`src/rtl/pipe_pkg.sv`:
```
// rtl/pipe_pkg.sv - shared types and constants for the pipeline stage register
package pipe_pkg;

  typedef logic [1:0] occ_t;

  localparam int PIPE_DEF_WIDTH = 64;
  localparam logic [PIPE_DEF_WIDTH-1:0] PIPE_NOP = '0;

  function automatic occ_t occ_count(input logic main_v, input logic skid_v);
    return occ_t'({1'b0, main_v}) + occ_t'({1'b0, skid_v});
  endfunction

endpackage

```
`src/rtl/pipe_slot.sv`:
```
// rtl/pipe_slot.sv - one valid bit plus payload register with load/drop/clear
module pipe_slot
  import pipe_pkg::*;
#(
  parameter int WIDTH = PIPE_DEF_WIDTH
) (
  input  logic             clk,
  input  logic             reset,
  input  logic             clear,
  input  logic             zero_on_clear,
  input  logic             load,
  input  logic             drop,
  input  logic [WIDTH-1:0] load_data,
  output logic             valid,
  output logic [WIDTH-1:0] data
);

  // clear beats load beats drop; drop leaves the payload in place
  always_ff @(posedge clk or negedge reset) begin
    if (!reset) begin
      valid <= 1'b0;
      data  <= '0;
    end else if (clear) begin
      valid <= 1'b0;
      if (zero_on_clear) data <= WIDTH'(PIPE_NOP);
    end else if (load) begin
      valid <= 1'b1;
      data  <= load_data;
    end else if (drop) begin
      valid <= 1'b0;
    end
  end

endmodule

```
`src/rtl/pipe_stage_reg.sv`:
```
// rtl/pipe_stage_reg.sv - valid/ready pipeline register; PIPE_STAGE_SKID_EN adds a skid slot
module pipe_stage_reg
  import pipe_pkg::*;
#(
  parameter int WIDTH       = PIPE_DEF_WIDTH,
  parameter int BUBBLE_ZERO = 1
) (
  input  logic             clk,
  input  logic             reset,
  input  logic             flush,
  input  logic             in_valid,
  output logic             in_ready,
  input  logic [WIDTH-1:0] in_data,
  output logic             out_valid,
  input  logic             out_ready,
  output logic [WIDTH-1:0] out_data,
  output occ_t             occupancy
);

  logic             main_valid;
  logic [WIDTH-1:0] main_data;
  logic             main_load;
  logic             main_drop;
  logic [WIDTH-1:0] main_load_data;
  logic             in_fire;
  logic             out_fire;
  logic             zero_on_clear;

  assign zero_on_clear = (BUBBLE_ZERO != 0);
  assign in_fire       = in_valid & in_ready;
  assign out_fire      = main_valid & out_ready;

`ifdef PIPE_STAGE_SKID_EN
  logic             skid_valid;
  logic [WIDTH-1:0] skid_data;
  logic             skid_load;
  logic             skid_drop;

  // ready depends only on registered skid state, never on out_ready
  assign in_ready       = reset & ~skid_valid;
  assign main_load      = (out_fire & skid_valid) | (in_fire & (~main_valid | out_fire));
  assign main_load_data = skid_valid ? skid_data : in_data;
  assign main_drop      = out_fire & ~main_load;
  assign skid_load      = in_fire & main_valid & ~out_fire;
  assign skid_drop      = out_fire & skid_valid;

  pipe_slot #(.WIDTH(WIDTH)) u_skid (
    .clk          (clk),
    .reset        (reset),
    .clear        (flush),
    .zero_on_clear(zero_on_clear),
    .load         (skid_load),
    .drop         (skid_drop),
    .load_data    (in_data),
    .valid        (skid_valid),
    .data         (skid_data)
  );

  assign occupancy = occ_count(main_valid, skid_valid);
`else
  assign in_ready       = reset & (~main_valid | out_ready);
  assign main_load      = in_fire;
  assign main_load_data = in_data;
  assign main_drop      = out_fire & ~in_fire;
  assign occupancy      = occ_count(main_valid, 1'b0);
`endif

  pipe_slot #(.WIDTH(WIDTH)) u_main (
    .clk          (clk),
    .reset        (reset),
    .clear        (flush),
    .zero_on_clear(zero_on_clear),
    .load         (main_load),
    .drop         (main_drop),
    .load_data    (main_load_data),
    .valid        (main_valid),
    .data         (main_data)
  );

  assign out_valid = main_valid;
  assign out_data  = main_data;

endmodule

```
`config.mk`:
```
export PLATFORM = sky130hd
export DESIGN_NAME = pipe_stage_reg
export DESIGN_NICKNAME = d
export VERILOG_FILES = /design/src/rtl/pipe_pkg.sv /design/src/rtl/pipe_slot.sv /design/src/rtl/pipe_stage_reg.sv
export SDC_FILE = /design/constraint.sdc
export NUM_CORES = 1
export LEC_CHECK = 0
export BUFFER_PORTS_ARGS = -buffer_cell sky130_fd_sc_hd__buf_2
export CAP_MARGIN = 25
export CELL_PAD_IN_SITES_DETAIL_PLACEMENT = 1
export CELL_PAD_IN_SITES_GLOBAL_PLACEMENT = 2
export CORE_MARGIN = 5
export CORE_UTILIZATION = 27
export CTS_CLUSTER_SIZE = 14
export DETAILED_ROUTE_END_ITERATION = 10
export GPL_ROUTABILITY_DRIVEN = 0
export PLACE_DENSITY = 0.8
export SLEW_MARGIN = 5
export SYNTH_ARGS = -nofsm -noshare
export SYNTH_HDL_FRONTEND = slang
export SYNTH_SLANG_ARGS = --single-unit
```
`constraint.sdc`:
```
create_clock -name clk -period 1.6 [get_ports clk]
set_input_delay 0.32 -clock clk [delete_from_list [all_inputs] [get_ports clk]]
set_output_delay 0.32 -clock clk [all_outputs]
set_load 0.03 [all_outputs]
```
======== Yosys cells after proc, flatten, opt, wreduce, memory -nomap -nowiden ========
Index checks and enable logic that the tools add are counted.
storage, ports and cells
  bits in registers ....................... 65
  input port bits ......................... 69
  output and inout port bits .............. 68
  word-level logic and storage cells ...... 16
cells by class
  mux-type cells .......................... 5
  bitwise logic cells ..................... 7
  reduce and logical (&&, ||, !) cells .... 2
operators with widths
  cell               count
  $mux 64            2
  $and 1x1->1        4
  $mux 1             3
  $reduce_bool 3->1  1
  $not 1->1          2
  $reduce_bool 2->1  1
  $or 1x1->1         1

======== Longest topological paths before layout ========
  word-level depth ........................ 9
  gate-level depth with buffers ........... 5
  gate-level depth less buffers ........... 3

======== By module ========
From an unflattened synthesis, not the netlist that was laid out.
second synthesis, totals
  cells, all modules ...................... 227
  area total of the unflattened synthesis .. 3,060.4 µm²
modules (own cells, without submodules)
  module          instances  cells an instance  area each (µm²)  sequential area each (µm²)
  pipe_slot       1          218                3,011.6          1,626.6
  pipe_stage_reg  1          9                  48.8             0.0

======== Worst setup path before layout ========
Ideal clock, no wire load.
  path type ............................... register to register
  start point ............................. reg u_main.valid
  end point ............................... reg u_main.data[0]
  library setup time ...................... 0.121 ns
  data arrival time ....................... 1.290 ns
  required time ........................... 1.479 ns
  slack ................................... 0.189 ns
  stages on the path, launching flop included .. 6
  buffers on the path ..................... 2
  period minus slack after synthesis ...... 1.411 ns
  cells stage by stage .................... dfrtp_1 > nand2b_4 > and4b_1 > buf_6 > buf_6 > a22o_1
between the ends
  word-level cells in the longest chain between the ends .. 5
ends and longest elaborated chain
  element                             RTL line              source
  start: declaration                  pipe_slot.sv:14       output logic valid,
  start signal: assignment            pipe_slot.sv:21       valid <= 1'b0;
  start signal: assignment            pipe_slot.sv:24       valid <= 1'b0;
  start signal: assignment            pipe_slot.sv:27       valid <= 1'b1;
  $not 1->1                           pipe_stage_reg.sv:61  assign in_ready = reset & (~main_valid | out_ready);
  $or 1x1->1                          pipe_stage_reg.sv:61
  $and 1x1->1                         pipe_stage_reg.sv:61
  $and 1x1->1                         pipe_stage_reg.sv:30  assign in_fire = in_valid & in_ready;
  $reduce_bool 2->1 (no source line)  --
  end signal: assignment              pipe_slot.sv:25       if (zero_on_clear) data <= WIDTH'(PIPE_NOP);
  end signal: assignment              pipe_slot.sv:28       data <= load_data;
  end: declaration                    pipe_slot.sv:15       output logic [WIDTH-1:0] data
No other way between the ends.
A chain may end at the register's enable or synchronous reset.

======== Worst setup path after layout ========
  start point ............................. reg u_main.valid
  end point ............................... out in_ready
between the ends
  word-level cells in the longest chain between the ends .. 3
ends and longest elaborated chain
  element           RTL line              source
  $not 1->1         pipe_stage_reg.sv:61
  $or 1x1->1        pipe_stage_reg.sv:61
  $and 1x1->1       pipe_stage_reg.sv:61
  end: declaration  pipe_stage_reg.sv:12  output logic in_ready,
No other way between the ends.

==> impl_metrics.json <==
{
  "postSynthAreaPerCell_um2": 16.0,
  "fin_area_mm2": 0.00339,
  "yosys_most_used_dff": "sky130_fd_sc_hd__dfrtp_1",
  "worst_clock_skew_ns": 0.00888,
  "crit_path_start_kind": "flop",
  "final.setup.tns_ns": 0,
  "cts.repair_timing.setup_buffer_count": 0,
  "ant_nets": 0,
  "setup_viol_count_final": 0,
  "grt_pass1_wl_um": 10700,
  "path_class": "flop to output port",
  "ys.warnings.count": 0,
  "drt_wl_total_um": 6460,
  "report.final.hold_viol_count": 0,
  "vias_in_the_first_global_route": 2039,
  "die_h_um": 105,
  "power-per-cell-area_mw_per_mm2": 1140,
  "finalNetCount": 358,
  "worstHoldPathType": "input port to async pin",
  "rsz0062_at_grt": "no",
  "fp.dieArea_mm2": 0.0109,
  "numCtsBuffers": 9,
  "path_clk_slew_ns": 0.08,
  "groute.usage.overall": 0.121,
  "cts_num_sinks": 65,
  "antenna_violations_before_repair": 1,
  "whs_ns": 0.0620,
  "die_width_um": 105,
  "critical_path.reg2reg.startpoint": "u_main.valid",
  "final.fill_count": 974,
  "max_freq_mhz": 664,
  "globalRoute.totalOverflow": 0,
  "path_max_fanout": 4,
  "busiest_layer": "met2",
  "fraction_of_synthesis_flops_using_an_asynchronous_set_or_reset_pin": 1.00,
  "cts.path.max_buffers": 2,
  "number_of_flops_mapped_to_enable_cells_by_yosys": 0,
  "num_vias": 1869,
  "dr.pass1.iters": 4,
  "avgRoutedWirePerCell_um": 16.0,
  "cts_tree": "yes",
  "synth_seq_cells": 65,
  "worst-endpoint-required_ns": 1.28,
  "r2r.worst_path.cells": 4,
  "ff2ff_setup_slack_ns": 0.24,
  "met1_usage": 0.148,
  "max_slew.worst_pin.slew_ns": 0.513,
  "synth.top_cell.area_share": 0.674,
  "io_buffer_count": 135,
  "worst_supply_voltage_drop_on_vdd_v": 0.000462,
  "post-route-drc-count": 0,
  "root_buffer": "sky130_fd_sc_hd__clkbuf_8",
  "arrival_ns": 1.19,
  "area_of_the_mapped_netlist_mm2": 0.00241,
  "h_tree_levels": 3,
  "syn-instance-count": 151,
  "yosysMostFrequentCell": "sky130_fd_sc_hd__dfrtp_1",
  "slew_limit_fails": 0,
  "ctsResizeCount": 0,
  "synth.net_count": 220,
  "timing.slew.headroom": 0.658,
  "io-pin-count": 137,
  "rows": 34,
  "timing.final.crit_period_ns": 1.51,
  "most_area_consuming_cells_after_synthesis": "sky130_fd_sc_hd__dfrtp_1 (67%), sky130_fd_sc_hd__a22o_1 (23%), sky130_fd_sc_hd__buf_6 (6.1%)",
  "starting_density_of_the_core": 0.277,
  "max-cap-violations": 0,
  "violation_count_after_the_first_detailed_routing_iteration": 41,
  "synth_sequential_area_ratio": 0.674,
  "timing.rr.end": "u_main.data[10]",
  "leakage_power_total_nw": 1.90,
  "crit_path_end_kind": "output port",
  "layout-drive-gt1-share": 0.544,
  "place_area_mm2": 0.00315,
  "final_core_utilization": 0.388,
  "outcome": "finished clean",
  "cell_type_with_the_highest_aggregate_area_in_the_netlist": "sky130_fd_sc_hd__dfrtp_1",
  "synth.lib_cells_used.distinct": 11,
  "fin_crit_sh": 0.942,
  "grt_max_degree": 42,
  "grtUsageMet3": 0.0385,
  "area_growth_pct": 40.4,
  "post-dp-hpwl_um": 4830,
  "routed_via_density": 4.64,
  "grt_util_met2": 0.188,
  "post_synth_most_frequent_cells": "sky130_fd_sc_hd__dfrtp_1 (65), sky130_fd_sc_hd__a22o_1 (64), sky130_fd_sc_hd__buf_6 (13)",
  "insertion_delay_ns": 0.33,
  "fp.coreArea_mm2": 0.00872
}
## state kept, by name (all words and copies together), names as in the netlist
signal and count:
u_main.data 64, u_main.valid 1
## placed cells by master (no fill, tap or decap), drive strengths merged
cell type	Yosys	routed
buf	15	141
dfrtp	65	65
a22o	64	64
clkbuf	0	10
clkinvlp	0	3
bufinv	0	2
diode	0	1
nand2b	1	1
and2	1	1
a31oi	1	1
and4b	1	1
nand2	1	1
a21oi	1	1
conb	1	1
clkinv	0	1
dlygate4sd3	0	1
## worst max-delay path: stages (launching register included)
cell and delay, ns:
sky130_fd_sc_hd__dfrtp_1 0.42, sky130_fd_sc_hd__nand2b_4 0.11, sky130_fd_sc_hd__and2_1 0.14, sky130_fd_sc_hd__buf_2 0.20
## cell type report
type,count,area [um2],area share
clock buffer,10,138,0.0406
antenna,1,2.50,0.000739
multi-input combinational,71,626,0.185
tap,108,135,0.0399
sequential,65,1630,0.480
timing repair buffer,142,768,0.227
clock inverter,6,91.3,0.0270
## worst max-delay path by stage
stage | from | end | slack [ns] | cells past startpoint
6_report | u_main.valid | in_ready | 0.09 | 3
5_1_grt | u_main.valid | in_ready | 0.02 | 3
4_1_cts | u_main.valid | in_ready | 0.05 | 3
3_5_place_dp | out_ready | u_main.data[4] | 0.18 | 5
3_3_place_gp | out_ready | u_main.data[10] | 0.20 | 5
2_1_floorplan | u_main.valid | u_main.data[0] | 0.19 | 5
## power by group
group	total (mW)	switching [mW]	internal [mW]	leakage [nW]
clock	1.55	0.627	0.922	0.105
sequential	1.76	0.0418	1.72	0.884
combinational	0.535	0.340	0.196	0.914
## what timing repair did
| item | 4_1_cts | 5_1_grt |
|---|---|---|
| endpoints found under the hold margin | 1 | 0 |
| setup endpoints to repair | 0 | 0 |
| hold buffers | 1 | 0 |
## per-layer routing
| layer | wire, um | part of all wire |
|---|---|---|
| met5 | 0 | 0 |
| met1 | 2630 | 0.41 |
| met2 | 3230 | 0.50 |
| met3 | 450 | 0.070 |
| met4 | 145 | 0.022 |
## kinds of logic after synthesis
logic type | synth area share
and+or+nand+nor | 0.0140
buffers and inverters | 0.0669
AOI/OAI and AO/OA | 0.243
DFF | 0.674
other | 0.00155
## per-stage QoR
step / cells / power [mW] / setup slack (ns)
floorplan: 151 / 2.11 / 0.189
global placement: 385 / 2.33 / 0.201
detailed placement: 385 / 2.34 / 0.179
CTS: 402 / 3.92 / 0.0534
global route: 403 / 4.06 / 0.0158
finish: 403 / 3.84 / 0.0931
(Power assumes the default switching activity.)
